==> config.mk <==
export PLATFORM = sky130hd
export DESIGN_NAME = hardtanh_backward
export DESIGN_NICKNAME = d
export VERILOG_FILES = /design/src/rtl/hardtanh_pkg.sv /design/src/rtl/hardtanh_skid_buffer.sv /design/src/rtl/hardtanh_backward.sv
export SDC_FILE = /design/constraint.sdc
export NUM_CORES = 1
export LEC_CHECK = 0
export CORE_MARGIN = 2
export CORE_UTILIZATION = 48
export DETAILED_ROUTE_END_ITERATION = 8
export PLACE_DENSITY = 0.82
export SLEW_MARGIN = 40
export SYNTH_ARGS = -nofsm -noshare
export SYNTH_HDL_FRONTEND = slang
export SYNTH_SLANG_ARGS = --single-unit
export TNS_END_PERCENT = 50
==> constraint.sdc <==
create_clock -name clk -period 5.8 [get_ports clk]
set_input_delay 0.87 -clock clk [delete_from_list [all_inputs] [get_ports clk]]
set_output_delay 0.87 -clock clk [all_outputs]
set_load 0.02 [all_outputs]
==> src/rtl/hardtanh_pkg.sv <==
// Shared bound semantics for the forward hardtanh and its backward companion.
package hardtanh_pkg;

  // Bit pattern driven for every element whose saved input sat on or beyond a clamp bound.
  localparam logic OutOfRangeBit = 1'b0;

  // True strictly inside (min_val, max_val); the bounds themselves are clamped.
  function automatic logic in_range(input int x, input int min_val, input int max_val);
    return (x > min_val) && (x < max_val);
  endfunction

endpackage

==> src/rtl/hardtanh_skid_buffer.sv <==
// Two-entry valid/ready register stage: a main output register plus one skid entry.
module hardtanh_skid_buffer #(
  parameter int unsigned N = 4,
  parameter int unsigned W = 8
) (
  input  logic                clk,
  input  logic                rst,
  input  logic                in_valid_i,
  output logic                in_ready_o,
  input  logic [N-1:0][W-1:0] in_data_i,
  input  logic                in_last_i,
  output logic                out_valid_o,
  input  logic                out_ready_i,
  output logic [N-1:0][W-1:0] out_data_o,
  output logic                out_last_o
);

  logic                main_valid_q;
  logic [N-1:0][W-1:0] main_data_q;
  logic                main_last_q;
  logic                skid_valid_q;
  logic [N-1:0][W-1:0] skid_data_q;
  logic                skid_last_q;
  logic                pop;

  assign pop         = main_valid_q & out_ready_i;
  assign in_ready_o  = ~skid_valid_q;
  assign out_valid_o = main_valid_q;
  assign out_data_o  = main_data_q;
  assign out_last_o  = main_last_q;

  always_ff @(posedge clk or posedge rst) begin
    if (rst) begin
      main_valid_q <= 1'b0;
      main_data_q  <= '0;
      main_last_q  <= 1'b0;
      skid_valid_q <= 1'b0;
      skid_data_q  <= '0;
      skid_last_q  <= 1'b0;
    end else if (pop && skid_valid_q) begin
      // in_ready_o is low whenever skid is full, so no input can arrive here.
      main_data_q  <= skid_data_q;
      main_last_q  <= skid_last_q;
      skid_valid_q <= 1'b0;
    end else if (in_valid_i && (!main_valid_q || pop)) begin
      main_valid_q <= 1'b1;
      main_data_q  <= in_data_i;
      main_last_q  <= in_last_i;
    end else if (in_valid_i && !skid_valid_q) begin
      skid_valid_q <= 1'b1;
      skid_data_q  <= in_data_i;
      skid_last_q  <= in_last_i;
    end else if (pop) begin
      main_valid_q <= 1'b0;
    end
  end

endmodule

==> src/rtl/hardtanh_backward.sv <==
// Hardtanh backward pass: joins saved x with upstream dy and emits dx, zeroed at/beyond the bounds.
module hardtanh_backward
  import hardtanh_pkg::*;
#(
  parameter int          MAX_VAL                      = 127,
  parameter int          MIN_VAL                      = -128,
  parameter int unsigned DATA_IN_0_PRECISION_0        = 8,
  parameter int unsigned DATA_IN_1_PRECISION_0        = 8,
  parameter int unsigned DATA_IN_0_TENSOR_SIZE_DIM_0  = 8,
  parameter int unsigned DATA_IN_0_PARALLELISM_DIM_0  = 4,
  parameter int unsigned DATA_IN_0_PARALLELISM_DIM_1  = 1,
  parameter int unsigned DATA_OUT_0_PRECISION_0       = 8
) (
  input  logic clk,
  input  logic rst,
  input  logic [DATA_IN_0_PARALLELISM_DIM_0*DATA_IN_0_PARALLELISM_DIM_1-1:0]
               [DATA_IN_0_PRECISION_0-1:0]  data_in_0,
  input  logic                              data_in_0_valid,
  output logic                              data_in_0_ready,
  input  logic [DATA_IN_0_PARALLELISM_DIM_0*DATA_IN_0_PARALLELISM_DIM_1-1:0]
               [DATA_IN_1_PRECISION_0-1:0]  data_in_1,
  input  logic                              data_in_1_valid,
  output logic                              data_in_1_ready,
  output logic [DATA_IN_0_PARALLELISM_DIM_0*DATA_IN_0_PARALLELISM_DIM_1-1:0]
               [DATA_OUT_0_PRECISION_0-1:0] data_out_0,
  output logic                              data_out_0_last,
  output logic                              data_out_0_valid,
  input  logic                              data_out_0_ready
);

  localparam int unsigned N     = DATA_IN_0_PARALLELISM_DIM_0 * DATA_IN_0_PARALLELISM_DIM_1;
  localparam int unsigned BEATS = DATA_IN_0_TENSOR_SIZE_DIM_0 / DATA_IN_0_PARALLELISM_DIM_0;
  localparam int unsigned CntW  = (BEATS > 1) ? $clog2(BEATS) : 1;
  localparam int unsigned IW    = DATA_IN_1_PRECISION_0;
  localparam int unsigned OW    = DATA_OUT_0_PRECISION_0;

  logic                 accept;
  logic                 fire;
  logic                 beat_last;
  logic [CntW-1:0]      cnt_q, cnt_d;
  logic [N-1:0][OW-1:0] dy_rs;
  logic [N-1:0][OW-1:0] dx;

  // Readies are held low during reset so nothing is consumed before the first clean cycle.
  assign data_in_0_ready = accept & data_in_1_valid & ~rst;
  assign data_in_1_ready = accept & data_in_0_valid & ~rst;
  assign fire            = accept & data_in_0_valid & data_in_1_valid & ~rst;

  // Resize dy: sign-extend when widening, keep the low bits when narrowing.
  for (genvar i = 0; i < N; i++) begin : g_elem
    for (genvar b = 0; b < OW; b++) begin : g_bit
      if (b < IW) begin : g_copy
        assign dy_rs[i][b] = data_in_1[i][b];
      end else begin : g_sext
        assign dy_rs[i][b] = data_in_1[i][IW-1];
      end
    end
  end

  always_comb begin
    dx = '0;
    for (int i = 0; i < N; i++) begin
      dx[i] = in_range(int'($signed(data_in_0[i])), MIN_VAL, MAX_VAL) ? dy_rs[i]
                                                                       : {OW{OutOfRangeBit}};
    end
  end

  assign beat_last = (cnt_q == CntW'(BEATS - 1));

  always_comb begin
    cnt_d = cnt_q;
    if (fire) begin
      cnt_d = beat_last ? '0 : cnt_q + CntW'(1);
    end
  end

  always_ff @(posedge clk or posedge rst) begin
    if (rst) begin
      cnt_q <= '0;
    end else begin
      cnt_q <= cnt_d;
    end
  end

  hardtanh_skid_buffer #(
    .N (N),
    .W (OW)
  ) u_out_stage (
    .clk         (clk),
    .rst         (rst),
    .in_valid_i  (fire),
    .in_ready_o  (accept),
    .in_data_i   (dx),
    .in_last_i   (beat_last),
    .out_valid_o (data_out_0_valid),
    .out_ready_i (data_out_0_ready),
    .out_data_o  (data_out_0),
    .out_last_o  (data_out_0_last)
  );

endmodule
; Yosys cells after proc, flatten, opt, wreduce, memory -nomap -nowiden
; Index checks and enable logic that the tools add are counted.
[word_totals]
rom_bits = 0
ram_bits = 0
latch_bits = 0
elab_cells = 66
ff_bits = 69
memories = 0
output_inout_bits = 36
input_bits = 69
[classes]
n_mul = 0
div_mod_pow = 0
bitwise_logic = 11
mux = 15
n_eq_ne = 2
n_shift = 0
n_reduce_logical = 16
n_addsub = 1
order_cmp = 8
[ops]
columns = op, count
row1 = two-way mux 32 bit, 2
row2 = greater-than comparator 8 bit (second input constant), 4
row3 = less-than comparator 8 bit (second input constant), 4
row4 = two-way mux 8 bit, 4
row5 = two-way mux 1 bit, 9
row6 = AND 1 bit, 7
row7 = logical AND 1 bit, 7
row8 = AND reduction 3 bit, 2
row9 = nonzero test 2 bit, 3
row10 = inequality test 2 x 1 -> 1 bit (second input constant), 2
row11 = NOT 1 bit, 4
row12 = logical NOT 1 bit, 2
row13 = AND reduction 2 bit, 1
row14 = adder 1 bit (second input constant), 1
row15 = logical OR 1 bit, 1

; Longest topological paths before layout
[logic_depth]
depth_word = 8
mapped_depth = 6
ltp_nobuf = 4

; Cells and area by module
; Synthesis repeated with hierarchy kept, for this count alone.
[unflattened]
hier_cells = 259
area_unflattened_um2 = 3354.5
[modules_own_cells]
columns = mod, cells_per_inst, instances, seq_area_each_um2, area_each_um2
row1 = hardtanh_skid_buffer, 192, 1, 1701.6, 2850.2
row2 = hardtanh_backward, 67, 1, 25.0, 504.2

; Worst setup path after synthesis
; OpenSTA, ideal clock, no wires.
[synth_path]
path_type = input -> output
start = input port rst
end = output port data_in_0_ready
stages = 2
slack_ns = 2.150
arrival_ns = 2.780
required_time_ns = 4.930
cell_sequence = inv_1 > and3_1
[synth_via]
elab_chain_cells = 2
[synth_lines]
columns = element, line
row1 = "start, declared", hardtanh_backward.sv:15  ; input logic rst,
row2 = NOT 1 bit, hardtanh_backward.sv:45  ; assign data_in_0_ready = accept & data_in_1_valid & ~rst;
row3 = AND 1 bit, hardtanh_backward.sv:45
row4 = "end, declared", hardtanh_backward.sv:19  ; output logic data_in_0_ready,
; No other way between the ends.

; Worst setup path in the final report
[layout_path]
start = input port rst
end = output port data_in_1_ready
[layout_via]
elab_chain_cells = 2
[layout_lines]
columns = element, line
row1 = NOT 1 bit, hardtanh_backward.sv:46  ; assign data_in_1_ready = accept & data_in_0_valid & ~rst;
row2 = AND 1 bit, hardtanh_backward.sv:46
row3 = "end, declared", hardtanh_backward.sv:23  ; output logic data_in_1_ready,
; No other way between the ends.

==> reports/qor.txt <==
Status: complete, no violations
Die width: 82.6 um
# Post-CTS Setup Buffers: 0
Register area share after synthesis: 58.2%
Crit end category: output pin
DR DRC count: 0
Vias: 2461
Vias in the first global route: 2526
Total Power: 0.000960 W
IO Pins: 105
Top cells by area in the synthesized netlist: dfrtp_1 58%, a22o_1 19%, a21o_1 8.1%, nor3_2 1.7%, nor3_4 1.6%
Setup Viol. Count Final: 0
Post-synth EDFFs: 0
Fin crit share: 52.7%
Crit path time final: 3.05 ns
Cell Area, Synth: 2970 um^2
Worst Setup EP: data_in_1_ready
Static leakage: 2.19 nW
Die area: 6830 um^2
Fillcell total: 455
Synthesized Nets: 298
Worst setup path class: primary input to output pin
Crit path from: rst
H-tree lvl count: 3
First-pass detailed-route iteration total: 4
Clock root buffer: clkbuf_8
Antenna diodes: 0
CP most frequent cell: clkdlybuf4s50_1
Register-to-Register Path Depth: 5
Row cnt: 28
RSZ-0062 raised after global routing: no
GRT Total Usage: 23.7%
Post-Place Cells: 402
Hold_buf cts: 0
Internal Power: 0.000753 W
CTS max path bufs: 2
Pwr dens: 224 nW/um^2
Largest net degree at the start of global routing: 70
Fraction of layout cells with a size suffix above 1: 8.50%
Antenna-violating nets left: 0
Reg-to-reg endpoint: u_out_stage.skid_data_q[30]$_DFFE_PP0P_
Buf/Inv on CP: 3
Worst Clk Skew: 0.00869 ns
Finished Layout Cells: 416
Synth cell types: 24
Clk_lat worst skew: 0.34 ns
First-pass GRT wire length: 12.0 mm
Routed wire per std cell: 18.2 um
Cell with the most instances after synthesis: dfrtp_1
Layout area overhead: 44.7%
CP arrival: 2.18 ns
Number of port buffers: 104
Top Family by Delay on Critical Path: buffers and inverters
Reg power frac: 51.1%
Crit-path max cell delay: 0.62 ns
Max Cap Violations: 0
Sw Share: 21.6%
FMAX: 327 MHz
Clock share of power: 38.8%
Worst Hold Class: register to register
Crit path depth: 4
Clk pin slew, worst setup/hold paths: 0.07 ns
Slowest stage cell on the critical path: clkdlybuf4s50_1
CTS sink cnt: 69
Post-synth ARST share: 100%
Iteration-0 DRC Markers: 101
Nets@finish: 407
Detailed placement HPWL: 5.17 mm
Yosys warning count: 0
Worst slew margin: 60.0%
Comb pwr share: 10.1%
Top FF cell, synth: dfrtp_1
Synth top cells by count: 69 x dfrtp_1, 64 x a22o_1, 32 x a21o_1
Routability Congestion: 0.721
Req. time, crit path: 4.93 ns
Crit start category: primary input
Yosys top cell area share: 58.2%
Yosys top cell by area: dfrtp_1
Reg2reg setup slack: 3.68 ns
Num CTS Buffers: 9
#FFs+latches synth: 69
Die Ht: 82.6 um
Total Wirelength: 7.58 mm
Grt total ovfl: 0
Post-Syn Instances: 229
Pins Over Slew Limit: 0
CP max FO: 3
DR vias/cell: 5.92
Fin. Hold Viols: 0
Setup TNS: 0 ns
Initial Util: 49.8%
CTS tree: done
Resize count post-CTS: 0
Post-synthesis average cell area: 13.0 um^2
Antenna violations before repair: 0
Worst path cell trace: clkdlybuf4s50_1 > inv_2 > and3_1 > clkdlybuf4s50_1
R2r startpoint: u_out_stage.skid_valid_q$_DFFE_PP0P_
Measured slew at the worst slew-check pin: 0.600 ns
Core Box Area: 5960 um^2
Peak supply drop: 0.143 mV
Psw: 0.000208 W
layout make-up:
| type | count | area (um^2) | area share (%) |
|---|---|---|---|
| clock buffers | 12 | 145 | 3.38 |
| clock inverters | 2 | 35.0 | 0.816 |
| inverters | 3 | 11.3 | 0.262 |
| multi-input cells | 146 | 1180 | 27.6 |
| flip-flops and latches | 69 | 1730 | 40.2 |
| well taps | 75 | 93.8 | 2.19 |
| repair buffers | 109 | 1100 | 25.6 |
per-stage QoR:
stage / hold WS, ns / util (%) / cell area (um^2) / setup slack, ns
3_3_place_gp: 0.455 / 68.5 / 4080 / 2.80
2_1_floorplan: 0.439 / - / 2970 / 2.15
6_report: 0.497 / 72.1 / 4290 / 2.75
5_1_grt: 0.516 / 72.1 / 4290 / 2.73
4_1_cts: 0.493 / 72.1 / 4290 / 2.75
3_5_place_dp: 0.481 / 69.0 / 4110 / 2.74
worst min-delay path by stage:
stage,startpoint,endpoint,slack (ns),depth (start not counted)
2_1_floorplan,u_out_stage.skid_last_q$_DFFE_PP0P_,u_out_stage.skid_last_q$_DFFE_PP0P_,0.44,2
3_3_place_gp,u_out_stage.skid_last_q$_DFFE_PP0P_,u_out_stage.skid_last_q$_DFFE_PP0P_,0.46,2
3_5_place_dp,beat_last$_DFFE_PP0N_,beat_last$_DFFE_PP0N_,0.48,1
4_1_cts,beat_last$_DFFE_PP0N_,beat_last$_DFFE_PP0N_,0.49,1
5_1_grt,u_out_stage.skid_data_q[2]$_DFFE_PP0P_,u_out_stage.skid_data_q[2]$_DFFE_PP0P_,0.52,1
6_report,beat_last$_DFFE_PP0N_,beat_last$_DFFE_PP0N_,0.50,1
state kept, by name, indices dropped and copies added (netlist names):
register                  cells
beat_last                     1
u_out_stage.out_data_o       32
u_out_stage.out_last_o        1
u_out_stage.out_valid_o       1
u_out_stage.skid_data_q      32
u_out_stage.skid_last_q       1
u_out_stage.skid_valid_q      1
metal layers:
layer	global-route usage (%)	wire length, um
met1	30.8	3310
met2	38.3	3580
met3	5.65	539
met4	9.84	152
met5	0	0
power groups by stage:
stage	logic [W]	clock network (W)	registers, W
global route	0.000105	0.000400	0.000491
CTS	0.0000980	0.000379	0.000491
finish	0.0000970	0.000373	0.000491
global placement	0.0000952	0	0.000499
floorplan	0.0000198	0	0.000507
detailed placement	0.0000973	0	0.000500
layout by cell type (no fill, tap or decap):
master             n
clkdlybuf4s50_1  104
clkbuf_8          10
dfrtp_1           69
clkbuf_1           2
xor2_1             1
inv_1              2
a221o_1            1
buf_8              2
nand2b_1           1
clkinv_2           1
a22o_1            64
o21ai_0            2
and3_1             4
buf_6              1
buf_4              2
and4bb_4           1
nor2_1             8
nand4b_1           4
bufinv_16          1
a21oi_4            1
a21o_1            32
inv_2              1
nand4_1            5
nor3_2             5
nor3_4             3
nor4_1             4
and4b_1            4
nand2_1            5
nand3_2            1
worst register-to-register path, stage by stage, from the launching register on:
cell	delay [ns]
dfrtp_1	0.40
and4bb_4	0.39
nand3_2	0.21
buf_4	0.33
nor3_2	0.52
a22o_1	0.21
cells by family after synthesis:
group | share of synthesized area, %
buffers and inverters | 2.19
AND/OR/NAND/NOR | 11.3
XOR/XNOR | 0.295
AO/OA/AOI/OAI | 28.0
flip-flops | 58.2
Note: power is estimated with default switching activity, not from simulation.
